File: config.mk
export PLATFORM = sky130hd
export DESIGN_NAME = sd_sector_arbiter
export DESIGN_NICKNAME = d
export VERILOG_FILES = /design/src/rtl/sd_arb_pkg.sv /design/src/rtl/sd_rr_pick.sv /design/src/rtl/sd_sector_arbiter.sv
export SDC_FILE = /design/constraint.sdc
export NUM_CORES = 1
export LEC_CHECK = 0
export ABC_AREA = 1
export CAP_MARGIN = 20
export CORE_ASPECT_RATIO = 0.8
export CORE_MARGIN = 2
export CORE_UTILIZATION = 68
export DETAILED_ROUTE_END_ITERATION = 16
export DONT_BUFFER_PORTS = 1
export PLACE_DENSITY = 0.88
export SKIP_LAST_GASP = 1
export SLEW_MARGIN = 10
export SYNTH_ARGS = -nofsm -noshare
export SYNTH_HDL_FRONTEND = slang
export SYNTH_SLANG_ARGS = --single-unit
File: constraint.sdc
create_clock -name clk_sys -period 4.3 [get_ports clk_sys]
set_input_delay 0.43 -clock clk_sys [delete_from_list [all_inputs] [get_ports clk_sys]]
set_output_delay 0.43 -clock clk_sys [all_outputs]
set_load 0.05 [all_outputs]
File: src/rtl/sd_arb_pkg.sv
// Shared types and constants for the HPS sector-channel arbiter and its picker.
package sd_arb_pkg;

    localparam int NDRV = 2;
    localparam int unsigned TIMEOUT_DEF = 32'd42000000;

    typedef enum logic [1:0] {
        ST_IDLE  = 2'd0,
        ST_ISSUE = 2'd1,
        ST_XFER  = 2'd2,
        ST_DONE  = 2'd3
    } state_e;

    typedef enum logic {
        OP_RD = 1'b0,
        OP_WR = 1'b1
    } op_e;

endpackage

File: src/rtl/sd_rr_pick.sv
// Two-way round-robin picker: favours the requester that was not served last.
module sd_rr_pick (
    input  logic [1:0] pending_i,
    input  logic       rr_last_i,
    output logic [1:0] pick_o,
    output logic       valid_o
);

    logic pref;
    assign pref = ~rr_last_i;

    always_comb begin
        pick_o = 2'b00;
        if (pending_i[pref]) begin
            pick_o[pref] = 1'b1;
        end else if (pending_i[rr_last_i]) begin
            pick_o[rr_last_i] = 1'b1;
        end
    end

    assign valid_o = |pending_i;

endmodule

File: src/rtl/sd_sector_arbiter.sv
// Serialises per-drive sector requests onto the shared hps_io sector channel.
// Optional ISSUE-phase ack timeout is enabled with `define SD_TIMEOUT_EN.
module sd_sector_arbiter
    import sd_arb_pkg::*;
#(
    parameter int unsigned TIMEOUT_CYCLES = TIMEOUT_DEF
) (
    input  logic            clk_sys,
    input  logic            reset_n,
    input  logic [NDRV-1:0] req_rd,
    input  logic [NDRV-1:0] req_wr,
    input  logic [31:0]     req_lba_0,
    input  logic [31:0]     req_lba_1,
    input  logic [NDRV-1:0] img_mounted,
    input  logic [NDRV-1:0] sd_ack,
    output logic [NDRV-1:0] sd_rd,
    output logic [NDRV-1:0] sd_wr,
    output logic [31:0]     sd_lba,
    output logic [NDRV-1:0] grant,
    output logic            busy,
    output logic [NDRV-1:0] req_done,
    output logic [NDRV-1:0] req_err
);

    state_e          state_q, state_d;
    op_e             op_q, op_d;
    logic [NDRV-1:0] grant_q, grant_d;
    logic [31:0]     lba_q, lba_d;
    logic            rr_last_q, rr_last_d;
    logic [NDRV-1:0] sd_rd_q, sd_rd_d;
    logic [NDRV-1:0] sd_wr_q, sd_wr_d;
    logic [NDRV-1:0] done_q, done_d;
    logic [NDRV-1:0] err_q, err_d;

    logic [NDRV-1:0] pending;
    logic [NDRV-1:0] pick;
    logic            pick_vld;
    logic            ack_g;
    logic            eject_g;
    logic            tmo_hit;

    // A drive whose completion/abort is still pulsing has not yet dropped its request.
    assign pending = (req_rd | req_wr) & ~(done_q | err_q);
    assign ack_g   = |(sd_ack & grant_q);
    assign eject_g = |(img_mounted & grant_q);

    sd_rr_pick u_pick (
        .pending_i (pending),
        .rr_last_i (rr_last_q),
        .pick_o    (pick),
        .valid_o   (pick_vld)
    );

`ifdef SD_TIMEOUT_EN
    logic [31:0] cnt_q;

    always_ff @(posedge clk_sys or negedge reset_n) begin
        if (!reset_n) begin
            cnt_q <= 32'd0;
        end else if (state_q != ST_ISSUE) begin
            cnt_q <= 32'd0;
        end else if (|(sd_rd_q | sd_wr_q)) begin
            cnt_q <= cnt_q + 32'd1;
        end
    end

    // Counts cycles with the request line up, so the abort lands TIMEOUT_CYCLES after it rises.
    assign tmo_hit = (state_q == ST_ISSUE) && (|(sd_rd_q | sd_wr_q)) &&
                     (cnt_q == TIMEOUT_CYCLES - 32'd1);
`else
    logic unused_tmo;
    assign unused_tmo = ^TIMEOUT_CYCLES;
    assign tmo_hit    = 1'b0;
`endif

    always_comb begin
        state_d   = state_q;
        op_d      = op_q;
        grant_d   = grant_q;
        lba_d     = lba_q;
        rr_last_d = rr_last_q;
        sd_rd_d   = sd_rd_q;
        sd_wr_d   = sd_wr_q;
        done_d    = 2'b00;
        err_d     = 2'b00;

        case (state_q)
            ST_IDLE: begin
                if (pick_vld) begin
                    grant_d = pick;
                    lba_d   = pick[1] ? req_lba_1 : req_lba_0;
                    op_d    = (|(req_rd & pick)) ? OP_RD : OP_WR;
                    state_d = ST_ISSUE;
                end
            end
            ST_ISSUE: begin
                if (eject_g) begin
                    sd_rd_d = 2'b00;
                    sd_wr_d = 2'b00;
                    err_d   = grant_q;
                    grant_d = 2'b00;
                    state_d = ST_IDLE;
                end else if (ack_g) begin
                    sd_rd_d = 2'b00;
                    sd_wr_d = 2'b00;
                    state_d = ST_XFER;
                end else if (tmo_hit) begin
                    sd_rd_d   = 2'b00;
                    sd_wr_d   = 2'b00;
                    err_d     = grant_q;
                    rr_last_d = grant_q[1];
                    grant_d   = 2'b00;
                    state_d   = ST_IDLE;
                end else begin
                    sd_rd_d = (op_q == OP_RD) ? grant_q : 2'b00;
                    sd_wr_d = (op_q == OP_WR) ? grant_q : 2'b00;
                end
            end
            ST_XFER: begin
                if (!ack_g) begin
                    state_d = ST_DONE;
                end
            end
            ST_DONE: begin
                done_d    = grant_q;
                rr_last_d = grant_q[1];
                grant_d   = 2'b00;
                state_d   = ST_IDLE;
            end
            default: state_d = ST_IDLE;
        endcase
    end

    always_ff @(posedge clk_sys or negedge reset_n) begin
        if (!reset_n) begin
            state_q   <= ST_IDLE;
            op_q      <= OP_RD;
            grant_q   <= 2'b00;
            lba_q     <= 32'd0;
            rr_last_q <= 1'b1;
            sd_rd_q   <= 2'b00;
            sd_wr_q   <= 2'b00;
            done_q    <= 2'b00;
            err_q     <= 2'b00;
        end else begin
            state_q   <= state_d;
            op_q      <= op_d;
            grant_q   <= grant_d;
            lba_q     <= lba_d;
            rr_last_q <= rr_last_d;
            sd_rd_q   <= sd_rd_d;
            sd_wr_q   <= sd_wr_d;
            done_q    <= done_d;
            err_q     <= err_d;
        end
    end

    assign sd_rd    = sd_rd_q;
    assign sd_wr    = sd_wr_q;
    assign sd_lba   = lba_q;
    assign grant    = grant_q;
    assign busy     = (state_q != ST_IDLE);
    assign req_done = done_q;
    assign req_err  = err_q;

endmodule

==> summary.txt, run 1 <==
Global route
  – Number of global-route vias before repair: 2047
  – Largest net degree at the start of global routing: 47
  – Overall routing resource usage: 0.292
  – Initial antenna violation count: 0
  – Grt total ovfl: 0
  – First-pass GRT wire length: 9.65 mm

Yosys
  – Synth warn: 0
  – Post-synthesis sequential area ratio: 0.452
  – Synth Cell Area: 2550 um^2
  – Yosys reg bits: 46
  – Net count after synthesis: 412
  – Cells after synthesis: 334
  – Yosys cell types: 23
  – Mean cell area of the mapped netlist: 7.63 um^2

STA
  – Fin crit period: 3.05 ns
  – # setup viols final: 0
  – Clock Skews: 0.00806 ns
  – TNS Setup: 0 ns
  – FMAX: 328 MHz
  – Final Cycle Share: 0.709
  – Max_slew headroom: 0.304
  – Tightest Pin Transition: 1.04 ns
  – Final slew viol count: 0
  – RSZ-0062 raised after global routing: no
  – Hold Vio Cnt, Final: 0

Clock network
  – Clk sinks: 46
  – CTS clk-pin slew, worst paths: 0.09 ns
  – Worst skew pair latency: 0.31 ns
  – Num CTS Buffers: 5
  – Clock Path Buffers: 2
  – CTS root buf: clkbuf_8
  – CTS tree: yes
  – H-tree Lvls: 2
  – # resized after CTS: 0

Run
  – Max cap viols: 0

Die
  – CORE AREA: 3520 um^2
  – Num rows: 19
  – Die Span X: 72.5 um
  – Die area: 4260 um^2
  – Initial core utilization: 0.725
  – Die Ht: 58.8 um
  – # IOs: 117

Setup path
  – Crit path DAT: 3.24 ns
  – Worst path required time: 4.49 ns
  – Crit end category: flip-flop
  – Crit-path max FO: 35
  – CP Class: reg -> reg
  – Worst Setup Start Kind: flip-flop
  – R2R cell count: 6

Power
  – Worst VDD drop: 0.486 mV
  – Pwr Total: 2.50 mW
  – Power per cell area: 944 nW/um^2
  – Pleak: 1.46 nW

Detailed routing
  – DR pass1 iterations: 4
  – Iteration-0 DRC count of the detailed router: 180
  – Drc violations: 0
  – Mean routed wirelength per cell: 16.4 um
  – DR vias/cell: 5.78
  – Final WL: 6.09 mm
  – Total number of vias: 2145
  – Antenna-violating nets left: 0

Layout
  – Layout cells sized above 1: 0.0517
  – Layout area overhead: 3.83%
  – # diodes: 0
  – Footprint of the multi-input gates: 1090 um^2
  – Non-Filler Instances: 371
  – Final #Nets: 406
  – Seq. cell area: 1150 um^2
  – Post-layout util: 0.752
  – Filler instances: 265

Min path
  – Worst Hold Class: in -> reg
  – Worst hold path cell count: 3

Placed design
  – DP Wirelength: 4.04 mm
  – Placer Congestion: 0.855
  – I/O Buffers: 0
  – Placed Instances: 361

Outcome
  – Status: complete, no violations
[layer usage]
layer	share of wire	up-vias	GRT usage
met2	0.50	100	0.473
met5	0	-	0
li1	-	1022	-
met1	0.40	1017	0.381
met3	0.089	6	0.0890
met4	0.011	0	0.0899
[per-stage QoR]
stage | setup slack (ns) | cell area, um^2 | hold slack (ns)
2_1_floorplan | 2.68 | 2550 | 0.134
3_3_place_gp | 1.32 | 2500 | 0.135
3_5_place_dp | 1.28 | 2500 | 0.135
4_1_cts | 1.25 | 2650 | 0.323
5_1_grt | 0.915 | 2650 | 0.332
6_report | 1.25 | 2650 | 0.324
[final cells by class]
type,count,share of cell area
Inverter,53,0.0751
Clock inverter,3,0.0170
Multi-Input combinational cell,220,0.413
Tap cell,42,0.0198
Timing Repair Buffer,2,0.0142
Sequential cell,46,0.435
Clock buffer,5,0.0260
[sequential cells by signal, indices dropped and copies added (netlist names), named ones only]
signal,cells
sd_wr,2
state_q,1
rr_last_q,1
req_err,2
req_done,2
sd_rd,2
op_q,1
sd_lba,32
grant,2
[cells in the mapped netlist]
| master | n | area share |
|---|---|---|
| dfstp_2 | 1 | 0.010 |
| nand4_1 | 1 | 0.0025 |
| nor2_1 | 6 | 0.0088 |
| nand3_1 | 40 | 0.079 |
| nor3_1 | 1 | 0.0020 |
| nand3b_1 | 32 | 0.094 |
| buf_2 | 4 | 0.0079 |
| nand4_2 | 1 | 0.0049 |
| buf_6 | 3 | 0.013 |
| clkbuf_1 | 2 | 0.0029 |
| o21ai_0 | 4 | 0.0079 |
| nand3_2 | 1 | 0.0039 |
| a21oi_1 | 1 | 0.0020 |
| a21boi_0 | 1 | 0.0029 |
| buf_4 | 6 | 0.018 |
| ha_1 | 4 | 0.020 |
| o31ai_1 | 4 | 0.012 |
| inv_2 | 2 | 0.0029 |
| nand2_2 | 2 | 0.0049 |
| nand2_1 | 121 | 0.18 |
| a21oi_4 | 1 | 0.0064 |
| inv_1 | 51 | 0.075 |
| dfrtp_1 | 45 | 0.44 |
[power by group]
group          leakage, nW  switching, mW  internal (mW)
Clock               0.0504          0.155          0.173
Sequential           0.570          0.782          0.623
Combinational        0.839          0.520          0.246
[path summary, 6_finish.rpt]
check / to / start / slack [ns]
worst min register to register: rr_last_q / rr_last_q / 0.54
worst max-delay path: sd_lba[22] / req_done[0] / 1.25
max in group asynchronous: rr_last_q / reset_n / 3.41
min in group asynchronous: sd_lba[1] / reset_n / 0.64
worst min-delay path: op_q / req_rd[0] / 0.32
worst max register to register: sd_lba[22] / req_done[0] / 1.25
[critical path: stages (launching register included)]
cell	delay [ns]
dfrtp_1	0.57
inv_1	0.20
nand4_2	0.72
nand2_1	1.12
nand2_1	0.13
nand3_1	0.12
nand2_1	0.07
[cell families after synthesis]
logic type | synth area share
flops | 0.452
simple gates | 0.378
fa+ha+maj | 0.0196
buf+inv | 0.120
compound gates | 0.0309
[cells in the final DEF, fill, tap and decap left out]
master	instances
ha_1	4
nand2_1	121
dfrtp_1	45
nand3_2	1
a21boi_0	1
nand3b_1	32
o21ai_0	4
nand2_2	2
nor3_1	1
nand3_1	40
inv_1	51
dlygate4sd3_1	1
clkbuf_8	5
o31ai_1	4
a21oi_4	1
inv_2	2
nand4_1	1
nor2_1	6
a21oi_1	1
buf_16	1
clkinvlp_4	2
nand4_2	1
bufinv_16	1
dfstp_2	1
[what timing repair did]
item	4_1_cts	5_1_grt
hold buffers	2	0
endpoints found under the hold margin	46	0
buffers inserted	0	0
setup endpoints to repair	0	0
(Power assumes the default switching activity.)
==> inputs of run 2 (changes only) <==
CORE_UTILIZATION = 57   (was 68)
PLACE_DENSITY = 0.79   (was 0.88)
clock period = 2.45 ns   (was 4.3 ns; I/O delays follow)
==> run 2 against run 1 <==
  * Final cell count up 6.7%
  * Wire length down 8.9%
  * Critical path depth up 2
  * Worst setup slack worse by 0.66 ns
  * Non-clock buffer count up 10
  * Sequential power up 71%
  * First-iteration DRC count down 54%
  * Hold slack worse by 0.17 ns
  * Total power up 76%
  * Global-route usage down 6.5 points
  * Critical endpoint is now op_q
  * Largest cell class unchanged
==> summary.txt, run 2 (synthesis gave the netlist of run 1 again) <==
Outcome
  – Status: complete, no violations

Layout
  – Layout area overhead: 7.31%
  – Highest-count cells in the layout ignoring fill and taps: nand2_1 (121), inv_1 (51), dfrtp_1 (45)
  – # diodes: 0 (unchanged)
  – Footprint of the multi-input gates: 1090 um^2 (unchanged)
  – Final #Nets: 416 (+2.5%)
  – Post-layout util: 0.647 (-0.106)
  – Filler instances: 379 (+43%)
  – Seq. cell area: 1150 um^2 (unchanged)
  – Non-Filler Instances: 396 (+6.7%)
  – Largest register FFs: 32 (unchanged)
  – Layout cells sized above 1: 0.0796 (+0.0280)
  – Most common cell after layout, fill and taps aside: nand2_1

Clock network
  – Worst skew pair latency: 0.29 ns (-0.02 ns)
  – CTS root buf: clkbuf_8
  – H-tree Lvls: 2 (unchanged)
  – Clk sinks: 46 (unchanged)
  – CTS tree: yes
  – Num CTS Buffers: 5 (unchanged)
  – Clock Path Buffers: 2 (unchanged)
  – CTS clk-pin slew, worst paths: 0.09 ns (about the same)

Placed design
  – DP Wirelength: 4.05 mm (about the same)
  – Placed Instances: 386 (+6.9%)
  – I/O Buffers: 0 (unchanged)
  – Placer Congestion: 0.811 (-5.2%)

Setup path
  – CP max stage delay: 0.57 ns (-0.55 ns)
  – Slowest CP cell: dfrtp_1
  – Crit-path max FO: 19 (-46%)
  – Crit end category: flip-flop
  – Crit path DAT: 2.08 ns (-1.16 ns)
  – Worst Setup Start Kind: flip-flop
  – CP Class: reg -> reg
  – Crit-path cells: nor2_1 > nand2_2 > inv_2 > buf_4 > nand2_1 > nand3_1 > nand3_1 > nand2_1
  – Worst path required time: 2.68 ns (-1.81 ns)

Detailed routing
  – Mean routed wirelength per cell: 14.0 um (-15%)
  – Antenna-violating nets left: 0 (unchanged)
  – Iteration-0 DRC count of the detailed router: 83 (-54%)
  – Final WL: 5.55 mm (-8.9%)
  – DR pass1 iterations: 4 (unchanged)
  – Total number of vias: 2083 (-2.9%)
  – Drc violations: 0 (unchanged)
  – DR vias/cell: 5.26 (-9.0%)

STA
  – TNS Setup: 0 ns (unchanged)
  – Tightest Pin Transition: 0.527 ns (-0.515 ns)
  – Clock Skews: 0.0107 ns (+0.00259 ns)
  – Fin crit period: 1.86 ns (-1.19 ns)
  – FMAX: 539 MHz (+64%)
  – Final slew viol count: 0 (unchanged)
  – # setup viols final: 0 (unchanged)
  – RSZ-0062 raised after global routing: no
  – Hold Vio Cnt, Final: 0 (unchanged)
  – Max_slew headroom: 0.648 (+0.345)
  – Final Cycle Share: 0.758 (+0.0483)

Power
  – Register share of total power: 0.543 (-0.019)
  – Comb pwr share: 0.333 (+0.026)
  – Sw Share: 0.571 (-0.0119)
  – Power per cell area: 1610 nW/um^2 (+71%)
  – Worst VDD drop: 0.805 mV (+66%)
  – Internal power: 1.89 mW (+81%)
  – Pleak: 1.52 nW (+3.8%)
  – NetSw: 2.52 mW (+73%)
  – Clock share of power: 0.123 (-0.008)

Die
  – # IOs: 117 (unchanged)
  – Die Ht: 63.8 um (+8.6%)
  – Initial core utilization: 0.603 (-0.122)
  – Die area: 5030 um^2 (+18%)
  – CORE AREA: 4230 um^2 (+20%)
  – Num rows: 21 (+2)
  – Die Span X: 78.8 um (+8.7%)

Global route
  – First-pass GRT wire length: 8.95 mm (-7.3%)
  – Initial antenna violation count: 0 (unchanged)
  – Number of global-route vias before repair: 1922 (-6.1%)
  – Overall routing resource usage: 0.227 (-0.0650)
  – Largest net degree at the start of global routing: 47 (unchanged)
  – Grt total ovfl: 0 (unchanged)

Run
  – Max cap viols: 0 (unchanged)

Min path
  – Worst Hold Class: in -> reg
[run 2: cell types whose count changed in the layout (fill, tap and decap cells not counted)]
cell        previous run  this run
buf_4                  0        10
clkinv_2               0         2
clkinvlp_4             2         0
[run 2: power groups by stage]
stage	combinational, mW	sequential (mW)	clock (mW)
global placement	1.41	2.41	0
CTS	1.49	2.40	0.559
floorplan	1.19	2.39	0
detailed placement	1.47	2.41	0
finish	1.47	2.40	0.544
global route	1.72	2.43	0.581
[run 2: routing by layer]
metal  vias to the layer above  global-route usage  routed length (um)
li1                       1044                   -                   -
met1                       942               0.295                2450
met2                        92               0.379                2600
met3                         5              0.0664                 466
met4                         0              0.0461                  29
met5                         -                   0                   0
[run 2: what timing repair did]
action / CTS / global route
hold buffers: 2 / 0
buffers inserted: 0 / 0
gates resized for setup: 0 / 0
endpoints found under the hold margin: 46 / 0
[run 2: final timing paths]
path / start / to / slack [ns] / cells past startpoint
max: req_err[1] / op_q / 0.59 / 8
min: req_rd[0] / op_q / 0.16 / 3
max reg2reg: req_err[1] / op_q / 0.59 / 8
min reg2reg: rr_last_q / rr_last_q / 0.52 / 2
max in group asynchronous: reset_n / rr_last_q / 1.72 / 2
min in group asynchronous: reset_n / grant[1] / 0.46 / 2
[run 2: critical path, delay by kind of cell (launching register included)]
| kind | cells | cell delay [ns] |
|---|---|---|
| simple gates | 6 | 0.65 |
| buf+inv | 2 | 0.57 |
| flops | 1 | 0.57 |
[run 2: final cells by class]
type / instances / share of cell area
clock buffers: 5 / 0.0251
clock inverters: 3 / 0.0146
inverters: 53 / 0.0727
multi-input cells: 220 / 0.399
flip-flops and latches: 46 / 0.421
well taps: 57 / 0.0261
repair buffers: 12 / 0.0412
[run 2: through the flow]
step | setup WS (ns) | total power [mW] | area (um^2) | hold WS (ns)
5_1_grt | 0.477 | 4.73 | 2740 | 0.163
3_5_place_dp | 0.610 | 3.88 | 2590 | -0.0497
6_report | 0.594 | 4.41 | 2740 | 0.156
4_1_cts | 0.592 | 4.45 | 2740 | 0.148
3_3_place_gp | 0.700 | 3.82 | 2590 | -0.0495
2_1_floorplan | 0.832 | 3.58 | 2550 | -0.0506
